===== src/rtl/win_check_pkg.sv =====
// Shared constants and enums for the gomoku win-check scheduler.
// Board geometry, reach limits, direction and FSM state encodings.
package win_check_pkg;

  localparam int BOARD_DIM = 16;
  localparam int MAX_REACH = 4;
  localparam int WIN_LEN   = 5;

  typedef enum logic [1:0] {
    DIR_H,
    DIR_V,
    DIR_D,
    DIR_A
  } dir_e;

  typedef enum logic [1:0] {
    IDLE,
    SETUP,
    SCAN,
    DONE
  } state_e;

  // min(a, b) clamped to the reach limit
  function automatic logic [3:0] reach(
    input logic [3:0] a,
    input logic [3:0] b
  );
    logic [3:0] m;
    m = (a < b) ? a : b;
    return (m > 4'(MAX_REACH)) ? 4'(MAX_REACH) : m;
  endfunction

endpackage


===== src/rtl/win_check_scheduler_line_scan_unit.sv =====
// line_scan_unit: walks one direction's window, issues reads, counts run.
// Ports: load/active from FSM, dir/pointer/chess, rd_* memory, hit/last status.
module line_scan_unit
  import win_check_pkg::*;
(
  input  logic       clk,
  input  logic       rst_n,
  input  logic       load,
  input  logic       active,
  input  dir_e       dir,
  input  logic [7:0] pointer,
  input  logic [1:0] chess,
  input  logic [1:0] rd_data,
  output logic       rd_en,
  output logic [7:0] rd_addr,
  output logic       hit,
  output logic       last
);

  localparam logic [3:0] EDGE = 4'(BOARD_DIM - 1);

  logic [3:0] row;
  logic [3:0] col;
  logic [3:0] nrow;
  logic [3:0] ncol;
  logic [3:0] back;
  logic [3:0] fwd;
  logic [3:0] len;
  logic [3:0] first_row;
  logic [3:0] first_col;
  logic [3:0] step_row;
  logic [3:0] step_col;

  logic [3:0] cur_row;
  logic [3:0] cur_col;
  logic [3:0] rem;
  logic       valid;
  logic [2:0] run;
  logic       match;

  assign row  = pointer[7:4];
  assign col  = pointer[3:0];
  assign nrow = EDGE - row;
  assign ncol = EDGE - col;

  // Reach is bounded by the edge, so first cell never wraps.
  always_comb begin
    back      = 4'd0;
    fwd       = 4'd0;
    first_row = row;
    first_col = col;
    unique case (dir)
      DIR_H: begin
        back      = reach(col, col);
        fwd       = reach(ncol, ncol);
        first_col = col - back;
      end
      DIR_V: begin
        back      = reach(row, row);
        fwd       = reach(nrow, nrow);
        first_row = row - back;
      end
      DIR_D: begin
        back      = reach(row, col);
        fwd       = reach(nrow, ncol);
        first_row = row - back;
        first_col = col - back;
      end
      DIR_A: begin
        back      = reach(nrow, col);
        fwd       = reach(row, ncol);
        first_row = row + back;
        first_col = col - back;
      end
    endcase
  end

  assign len = back + fwd + 4'd1;

  always_comb begin
    step_row = cur_row;
    step_col = cur_col;
    unique case (dir)
      DIR_H: step_col = cur_col + 4'd1;
      DIR_V: step_row = cur_row + 4'd1;
      DIR_D: begin
        step_row = cur_row + 4'd1;
        step_col = cur_col + 4'd1;
      end
      DIR_A: begin
        step_row = cur_row - 4'd1;
        step_col = cur_col + 4'd1;
      end
    endcase
  end

  assign rd_en   = active && (rem != 4'd0);
  assign last    = active && (rem == 4'd0);
  assign rd_addr = {cur_row, cur_col};
  assign match   = valid && (rd_data == chess);
  assign hit     = active && match && (run >= 3'(WIN_LEN - 1));

  always_ff @(posedge clk or negedge rst_n) begin
    if (!rst_n) begin
      cur_row <= 4'd0;
      cur_col <= 4'd0;
      rem     <= 4'd0;
      valid   <= 1'b0;
      run     <= 3'd0;
    end else if (load) begin
      cur_row <= first_row;
      cur_col <= first_col;
      rem     <= len;
      valid   <= 1'b0;
      run     <= 3'd0;
    end else if (active) begin
      valid <= rd_en;
      if (rd_en) begin
        rem <= rem - 4'd1;
        // hold on the last cell so the address stays on the board
        if (rem != 4'd1) begin
          cur_row <= step_row;
          cur_col <= step_col;
        end
      end
      if (valid) begin
        if (rd_data == chess) begin
          if (run != 3'(WIN_LEN))
            run <= run + 3'd1;
        end else begin
          run <= 3'd0;
        end
      end
    end else begin
      valid <= 1'b0;
    end
  end

endmodule


===== src/rtl/win_check_scheduler.sv =====
// Win-check scheduler: scans the 4 lines through the last move for 5-in-a-row.
// Ports: start/pointer/chess request, rd_* board memory, busy/done/win/win_dir.
module win_check_scheduler
  import win_check_pkg::*;
(
  input  logic       clk,
  input  logic       reset_n,
  input  logic       start,
  input  logic [7:0] pointer,
  input  logic [1:0] chess,
  output logic       rd_en,
  output logic [7:0] rd_addr,
  input  logic [1:0] rd_data,
  output logic       busy,
  output logic       done,
  output logic       win,
  output logic [1:0] win_dir
);

  state_e     state_q;
  state_e     state_d;
  dir_e       dir_q;
  dir_e       win_dir_q;
  logic [7:0] ptr_q;
  logic [1:0] color_q;
  logic       win_q;
  logic       accept;
  logic       hit;
  logic       last;

  assign accept  = (state_q == IDLE) && start;
  assign busy    = (state_q != IDLE);
  assign done    = (state_q == DONE);
  assign win     = win_q;
  assign win_dir = win_dir_q;

  line_scan_unit u_scan (
    .clk     (clk),
    .rst_n   (reset_n),
    .load    (state_q == SETUP),
    .active  (state_q == SCAN),
    .dir     (dir_q),
    .pointer (ptr_q),
    .chess   (color_q),
    .rd_data (rd_data),
    .rd_en   (rd_en),
    .rd_addr (rd_addr),
    .hit     (hit),
    .last    (last)
  );

  always_comb begin
    state_d = state_q;
    unique case (state_q)
      IDLE: begin
        if (start)
          state_d = (chess == 2'd0) ? DONE : SETUP;
      end
      SETUP: state_d = SCAN;
      SCAN: begin
        if (hit)
          state_d = DONE;
        else if (last)
          state_d = (dir_q == DIR_A) ? DONE : SETUP;
      end
      DONE: state_d = IDLE;
      default: state_d = IDLE;
    endcase
  end

  always_ff @(posedge clk or negedge reset_n) begin
    if (!reset_n) begin
      state_q   <= IDLE;
      dir_q     <= DIR_H;
      ptr_q     <= 8'd0;
      color_q   <= 2'd0;
      win_q     <= 1'b0;
      win_dir_q <= DIR_H;
    end else begin
      state_q <= state_d;
      if (accept) begin
        ptr_q     <= pointer;
        color_q   <= chess;
        dir_q     <= DIR_H;
        win_q     <= 1'b0;
        win_dir_q <= DIR_H;
      end
      if (state_q == SCAN) begin
        if (hit) begin
          win_q     <= 1'b1;
          win_dir_q <= dir_q;
        end else if (last && dir_q != DIR_A) begin
          dir_q <= dir_e'(dir_q + 2'd1);
        end
      end
    end
  end

endmodule


===== config.mk =====
export PLATFORM = sky130hd
export DESIGN_NAME = win_check_scheduler
export DESIGN_NICKNAME = d
export VERILOG_FILES = /design/src/rtl/win_check_pkg.sv /design/src/rtl/win_check_scheduler_line_scan_unit.sv /design/src/rtl/win_check_scheduler.sv
export SDC_FILE = /design/constraint.sdc
export NUM_CORES = 1
export LEC_CHECK = 0
export CAP_MARGIN = 20
export CORE_AREA = 2 2 80 82
export CTS_CLUSTER_SIZE = 10
export DETAILED_ROUTE_END_ITERATION = 8
export DIE_AREA = 0 0 82 84
export GPL_TIMING_DRIVEN = 0
export PLACE_DENSITY = 0.76
export SYNTH_ARGS = -nofsm -noshare
export SYNTH_HDL_FRONTEND = slang
export SYNTH_SLANG_ARGS = --single-unit

===== constraint.sdc =====
create_clock -name clk -period 5.7 [get_ports clk]
set_input_delay 0.855 -clock clk [delete_from_list [all_inputs] [get_ports clk]]
set_output_delay 0.855 -clock clk [all_outputs]
set_load 0.01 [all_outputs]

==> results of run 1 <==
[Yosys cell counts, types with 7 or more instances]
cell type and count:
ha_1 40, nand2_1 40, dfrtp_1 33, o21ai_0 27, a21oi_1 26, inv_1 23
nor2_1 16, mux2_2 10, mux2i_1 9, a21o_1 7
[worst max-delay path, delay by kind of cell (launching register included)]
family | cells | cell delay, ns
AO/OA/AOI/OAI | 8 | 1.51
adder cells (fa/ha/maj) | 3 | 1.00
AND/OR/NAND/NOR | 4 | 0.81
buffers and inverters | 2 | 0.64
flip-flops | 1 | 0.51
[worst min-delay path by stage]
stage | startpoint | endpoint | slack, ns | cells after the start
floorplan | u_scan.run[1]$_DFFE_PN0P_ | u_scan.run[1]$_DFFE_PN0P_ | 0.47 | 2
global placement | win$_DFF_PN0_ | win$_DFF_PN0_ | 0.46 | 1
detailed placement | win$_DFF_PN0_ | win$_DFF_PN0_ | 0.47 | 1
CTS | win$_DFF_PN0_ | win$_DFF_PN0_ | 0.49 | 1
global route | win$_DFF_PN0_ | win$_DFF_PN0_ | 0.52 | 1
finish | win$_DFF_PN0_ | win$_DFF_PN0_ | 0.49 | 1
[kinds of logic (layout without fill, tap and decap cells)]
family | count (synthesis) | after routing | share of synthesized area
adders and majority gates | 44 | 44 | 0.180
muxes | 20 | 20 | 0.0663
buffers and inverters | 40 | 76 | 0.0613
and+or+nand+nor | 95 | 95 | 0.150
DFF | 33 | 33 | 0.256
AOI/OAI and AO/OA | 119 | 119 | 0.260
xor gates and xnor gates | 10 | 10 | 0.0272
[layer usage]
layer	up-vias	track usage
met5	-	0
met4	0	0.0909
met3	18	0.0260
met2	83	0.411
met1	1357	0.322
li1	1379	-
[per-stage QoR]
stage	instance area (µm²)	cells	util	power [mW]	worst slack, ns
global placement	3600	466	0.591	2.21	1.31
detailed placement	3600	466	0.590	2.25	1.26
finish	3680	474	0.604	2.45	1.16
CTS	3680	474	0.604	2.44	1.19
global route	3680	474	0.604	2.69	0.835
floorplan	3230	361	-	1.82	1.89
[layout make-up]
class,instances,area [µm²]
flip-flops and latches,33,826
inverters,25,93.8
fillers,539,2410
repair buffers,28,275
plain buffers,15,104
clock buffers,5,68.8
well taps,77,96.3
clock inverters,3,17.5
multi-input cells,288,2200
[layout by cell type, fill, tap and decap left out, types with 4 or more instances in the layout]
cell type / instances
nand2_1: 40
ha_1: 40
dfrtp_1: 33
o21ai_0: 27
clkdlybuf4s50_1: 27
a21oi_1: 26
inv_1: 23
nor2_1: 16
mux2_2: 10
mux2i_1: 9
clkbuf_8: 7
a21o_1: 7
nor3_1: 6
clkbuf_1: 6
xnor2_1: 6
nor2b_1: 5
o21a_1: 5
buf_2: 4
a22oi_1: 4
xor2_1: 4
nand3_1: 4
fa_1: 4
[sequential cells by signal, summed over array words and instances, names as in the netlist]
register / flops
u_scan.rem: 4
win_dir: 2
u_scan.cur_col: 4
ptr_q: 8
state_q: 2
dir_q: 2
u_scan.valid: 1
u_scan.run: 3
u_scan.cur_row: 4
win: 1
color_q: 2
[power breakdown]
part	switching (mW)	internal, mW
Combinational	1.00	0.792
Clock	0.0949	0.0842
Sequential	0.143	0.333
Total	1.24	1.21
==> flow_metrics.env, run 1 <==
export IMPL_async_reset_ff_frac=1.00
export IMPL_synth_top_area_share=0.256
export IMPL_crit_end="u_scan.cur_row[3]$_DFFE_PN0P_"
export IMPL_die_x_um=82
export IMPL_cts_root_buf="clkbuf_8"
export IMPL_peakVddDrop_mv=0.404
export IMPL_grt_pass1_wl_um=13400
export IMPL_port_buffers=28
export IMPL_synth_flop_cell="dfrtp_1"
export IMPL_pin_count=29
export IMPL_avgSynthCellArea_um2=8.94
export IMPL_max_stage_delay_ns=0.51
export IMPL_drive_above_1_share=0.123
export IMPL_r2r_end="u_scan.cur_row[3]$_DFFE_PN0P_"
export IMPL_viasPerCell=5.99
export IMPL_grt_antenna_before_repair=0
export IMPL_gr_total_overflow=0
export IMPL_start_kind="register"
export IMPL_status="finished clean"
export IMPL_grt_max_degree=34
export IMPL_wl_met1_um=3450
export IMPL_worst_path_max_delay_cell="dfrtp_1"
export IMPL_synthCells=361
export IMPL_cts_tree="built"
export IMPL_final_nets=455
export IMPL_avgRoutedWirePerCell_um=16.4
export IMPL_r2r_start="ptr_q[5]$_DFFE_PN0P_"
export IMPL_ys_warn_count=0
export IMPL_worstPathArrival_ns=4.76
export IMPL_worstSetupStartpoint="ptr_q[5]$_DFFE_PN0P_"
export IMPL_cp_end_kind="register"
export IMPL_core_mm2=0.00610
export IMPL_detail_route_antenna_nets=0
export IMPL_dieArea_mm2=0.00689
export IMPL_drc_errors=0
export IMPL_worstPathMaxFanout=10
export IMPL_clock_latency_ns=0.30
export IMPL_antenna_cells=0
export IMPL_seq_area_frac_synth=0.256
export IMPL_clock_path_buffers=2
export IMPL_setup_viol=0
export IMPL_numCtsBuffers=5
export IMPL_hpwl_um=5900
export IMPL_synth_edf_count=0
export IMPL_p_leak_nw=1.61
export IMPL_finalSetupTns_ns=0
export IMPL_crit_required_ns=5.92
export IMPL_ys_types=74
export IMPL_max_freq_ghz=0.220
export IMPL_die_h_um=84
export IMPL_dr_max_layer_used="met4"
export IMPL_met3WireLength_um=333
export IMPL_yosysTopAreaCell="dfrtp_1"
export IMPL_drv_slew=0
export IMPL_synth_area_leaders="dfrtp_1, ha_1, nand2_1"
export IMPL_holdWs_ns=0.490
export IMPL_dr_wl_met2_um=3790
export IMPL_drt_initial_drc_count=181
export IMPL_worst_slew_pin_slew_ns=0.792
export IMPL_fin_crit_ns=4.54
export IMPL_rrSetupSlack_ns=1.16
export IMPL_syn_cell_area_mm2=0.00323
export IMPL_cts_htree_levels=2
export IMPL_place_congestion=0.951
export IMPL_syn_nets=420
export IMPL_timing_max_cap_violations=0
export IMPL_synthToLayoutAreaGrowth_pct=14.2
export IMPL_start_util=0.529
export IMPL_ctsResizeCount=0
export IMPL_reg2regPathDepth=17
export IMPL_rows=29
export IMPL_skew_ns=0.0123
export IMPL_grt_usage=0.246
export IMPL_rsz0062_at_grt="no"
export IMPL_cts_hold_buf=0
export IMPL_wirelength_um=7780
export IMPL_hold_class="register to register"
export IMPL_period_share=0.797
export IMPL_first_pass_iters=4
export IMPL_hold_violations=0
export IMPL_ys_ff_latch=33
export IMPL_vias=2837
export IMPL_powerDensity_mw_per_mm2=665
export IMPL_grt_pass1_vias=2876
export IMPL_cts_setup_buffers=0
export IMPL_clock_sinks=33
export IMPL_path_class="register to register"
export IMPL_max_slew_margin=0.472
export IMPL_crit_path_frequent_cell="ha_1"
export IMPL_path_clk_slew_ns=0.08
export IMPL_critical_path_cell_chain="clkbuf_1 > inv_1 > ha_1 > o21ai_4 > a21oi_2 > a311oi_2 > or2b_2 > ha_1 > a22oi_1 > nand2_1 > ha_1 > a21o_1 > a21o_1 > nor3b_1 > o32ai_1 > o211ai_1 > nor3_1"
(Power assumes the default switching activity.)
==> run 2: changes to the inputs <==
Clock period 5.7 ns to 4.2 ns, I/O delays scaled along.
==> flow_metrics.env, run 2 (synthesis results as in run 1) <==
export IMPL_status="finished clean"
export IMPL_place_congestion=0.951
export IMPL_final_cell_mix="nand2_1, ha_1, dfrtp_1"
export IMPL_antenna_cells=0
export IMPL_layout_commonest_cell="nand2_1"
export IMPL_max_freq_ghz=0.250
export IMPL_grt_antenna_before_repair=0
export IMPL_drive_above_1_share=0.164
export IMPL_final_nets=461
export IMPL_timing_max_cap_violations=0
export IMPL_path_class="register to register"
export IMPL_die_x_um=82
export IMPL_hpwl_um=5900
export IMPL_worstSetupStartpoint="ptr_q[2]$_DFFE_PN0P_"
export IMPL_path_clk_slew_ns=0.08
export IMPL_rrSetupSlack_ns=0.20
export IMPL_grt_pass1_vias=2876
export IMPL_period_share=0.952
export IMPL_core_mm2=0.00610
export IMPL_drv_slew=0
export IMPL_viasPerCell=5.97
export IMPL_port_buffers=28
export IMPL_die_h_um=84
export IMPL_p_total_mw=3.57
export IMPL_setup_viol=0
export IMPL_synthToLayoutAreaGrowth_pct=18.5
export IMPL_clock_sinks=33
export IMPL_detail_route_antenna_nets=0
export IMPL_cts_htree_levels=2
export IMPL_holdWs_ns=0.402
export IMPL_peakVddDrop_mv=0.550
export IMPL_grt_pass1_wl_um=13400
export IMPL_powerDensity_mw_per_mm2=935
export IMPL_drt_initial_drc_count=241
export IMPL_grt_usage=0.246
export IMPL_cts_tree="built"
export IMPL_clock_path_buffers=2
export IMPL_crit_end="u_scan.cur_row[3]$_DFFE_PN0P_"
export IMPL_cts_hold_buf=0
export IMPL_cts_root_buf="clkbuf_8"
export IMPL_gr_total_overflow=0
export IMPL_skew_ns=0.0106
export IMPL_p_leak_nw=1.66
export IMPL_avgRoutedWirePerCell_um=16.9
export IMPL_start_util=0.529
export IMPL_rows=29
export IMPL_pin_count=29
export IMPL_cp_end_kind="register"
export IMPL_first_pass_iters=5
export IMPL_hold_class="input pin to async pin"
export IMPL_drc_errors=0
export IMPL_crit_required_ns=4.41
export IMPL_worstPathMaxFanout=7
export IMPL_top_register="ptr_q"
export IMPL_vias=2864
export IMPL_fin_crit_ns=4.00
export IMPL_setup_slack_ns=0.200
export IMPL_worstPathArrival_ns=4.21
export IMPL_largest_reg_flops=8
export IMPL_reg2regPathDepth=18
export IMPL_r2r_start="ptr_q[2]$_DFFE_PN0P_"
export IMPL_hold_violations=0
export IMPL_finalSetupTns_ns=0
export IMPL_max_slew_margin=0.478
export IMPL_r2r_end="u_scan.cur_row[3]$_DFFE_PN0P_"
export IMPL_numCtsBuffers=5
export IMPL_utilization=0.627
export IMPL_grt_max_degree=34
export IMPL_clock_latency_ns=0.30
export IMPL_start_kind="register"
export IMPL_dieArea_mm2=0.00689
export IMPL_place_ws_ns=-0.243
export IMPL_wirelength_um=8120
export IMPL_worst_slew_pin_slew_ns=0.783
## run 2: cell type report
cell class,instances,area (µm²)
multi-input combinational,288,2260
buffer,15,116
timing repair buffer,34,333
inverter,25,97.6
tap,77,96.3
fill,523,2270
clock buffer,5,68.8
clock inverter,3,17.5
sequential,33,832
## run 2: worst min-delay path by stage
stage | start | end | slack [ns] | cells after the start
2_1_floorplan | reset_n | color_q[0]$_DFFE_PN0P_ | 0.33 | 0
3_3_place_gp | win$_DFF_PN0_ | win$_DFF_PN0_ | 0.46 | 1
3_5_place_dp | win$_DFF_PN0_ | win$_DFF_PN0_ | 0.47 | 1
4_1_cts | reset_n | win_dir[1]$_DFF_PN0_ | 0.43 | 1
5_1_grt | reset_n | win_dir[1]$_DFF_PN0_ | 0.47 | 1
6_report | reset_n | win_dir[1]$_DFF_PN0_ | 0.40 | 1
## run 2: worst max-delay path, stage by stage, from the launching register on
cell,delay [ns]
dfrtp_2,0.47
clkinvlp_4,0.20
buf_12,0.17
ha_4,0.26
nor2b_4,0.17
o21ba_4,0.17
nor2_4,0.05
a311oi_4,0.29
or2b_2,0.34
ha_1,0.27
a22oi_1,0.18
nand2_1,0.10
ha_1,0.29
a21o_1,0.16
a21o_1,0.21
nor3b_1,0.15
o32ai_1,0.14
o211ai_1,0.13
nor3_1,0.17
## run 2: metrics by stage
stage | cell area (µm²) | instances
floorplan | 3230 | 361
global placement | 3600 | 466
detailed placement | 3600 | 466
CTS | 3700 | 474
global route | 3820 | 480
finish | 3820 | 480
## run 2: per-layer routing
| metal | share of wire | vias to the layer above | global-route usage |
|---|---|---|---|
| met5 | 0 | - | 0 |
| met4 | 0.025 | 0 | 0.0909 |
| met3 | 0.042 | 17 | 0.0260 |
| met2 | 0.50 | 85 | 0.411 |
| met1 | 0.43 | 1370 | 0.322 |
| li1 | - | 1392 | - |
## run 2: report_power, final
part	switching [mW]	internal, mW	total, mW
sequential	0.190	0.457	0.647
clock	0.128	0.114	0.242
combinational	1.46	1.22	2.68
## run 2: timing repair
item                                   CTS  global route
endpoints found under the hold margin    0             0
pin swaps                                0             4
setup endpoints to repair                3             2
resized for setup                        7            14
gates cloned                             0             0
buffers inserted                         0             6
==> run 3: changes to the inputs <==
Settings changed: CTS_CLUSTER_SIZE 10 to not set.
==> results of run 3 <==
Final layout, timing and power as in run 2 (identical DEF).
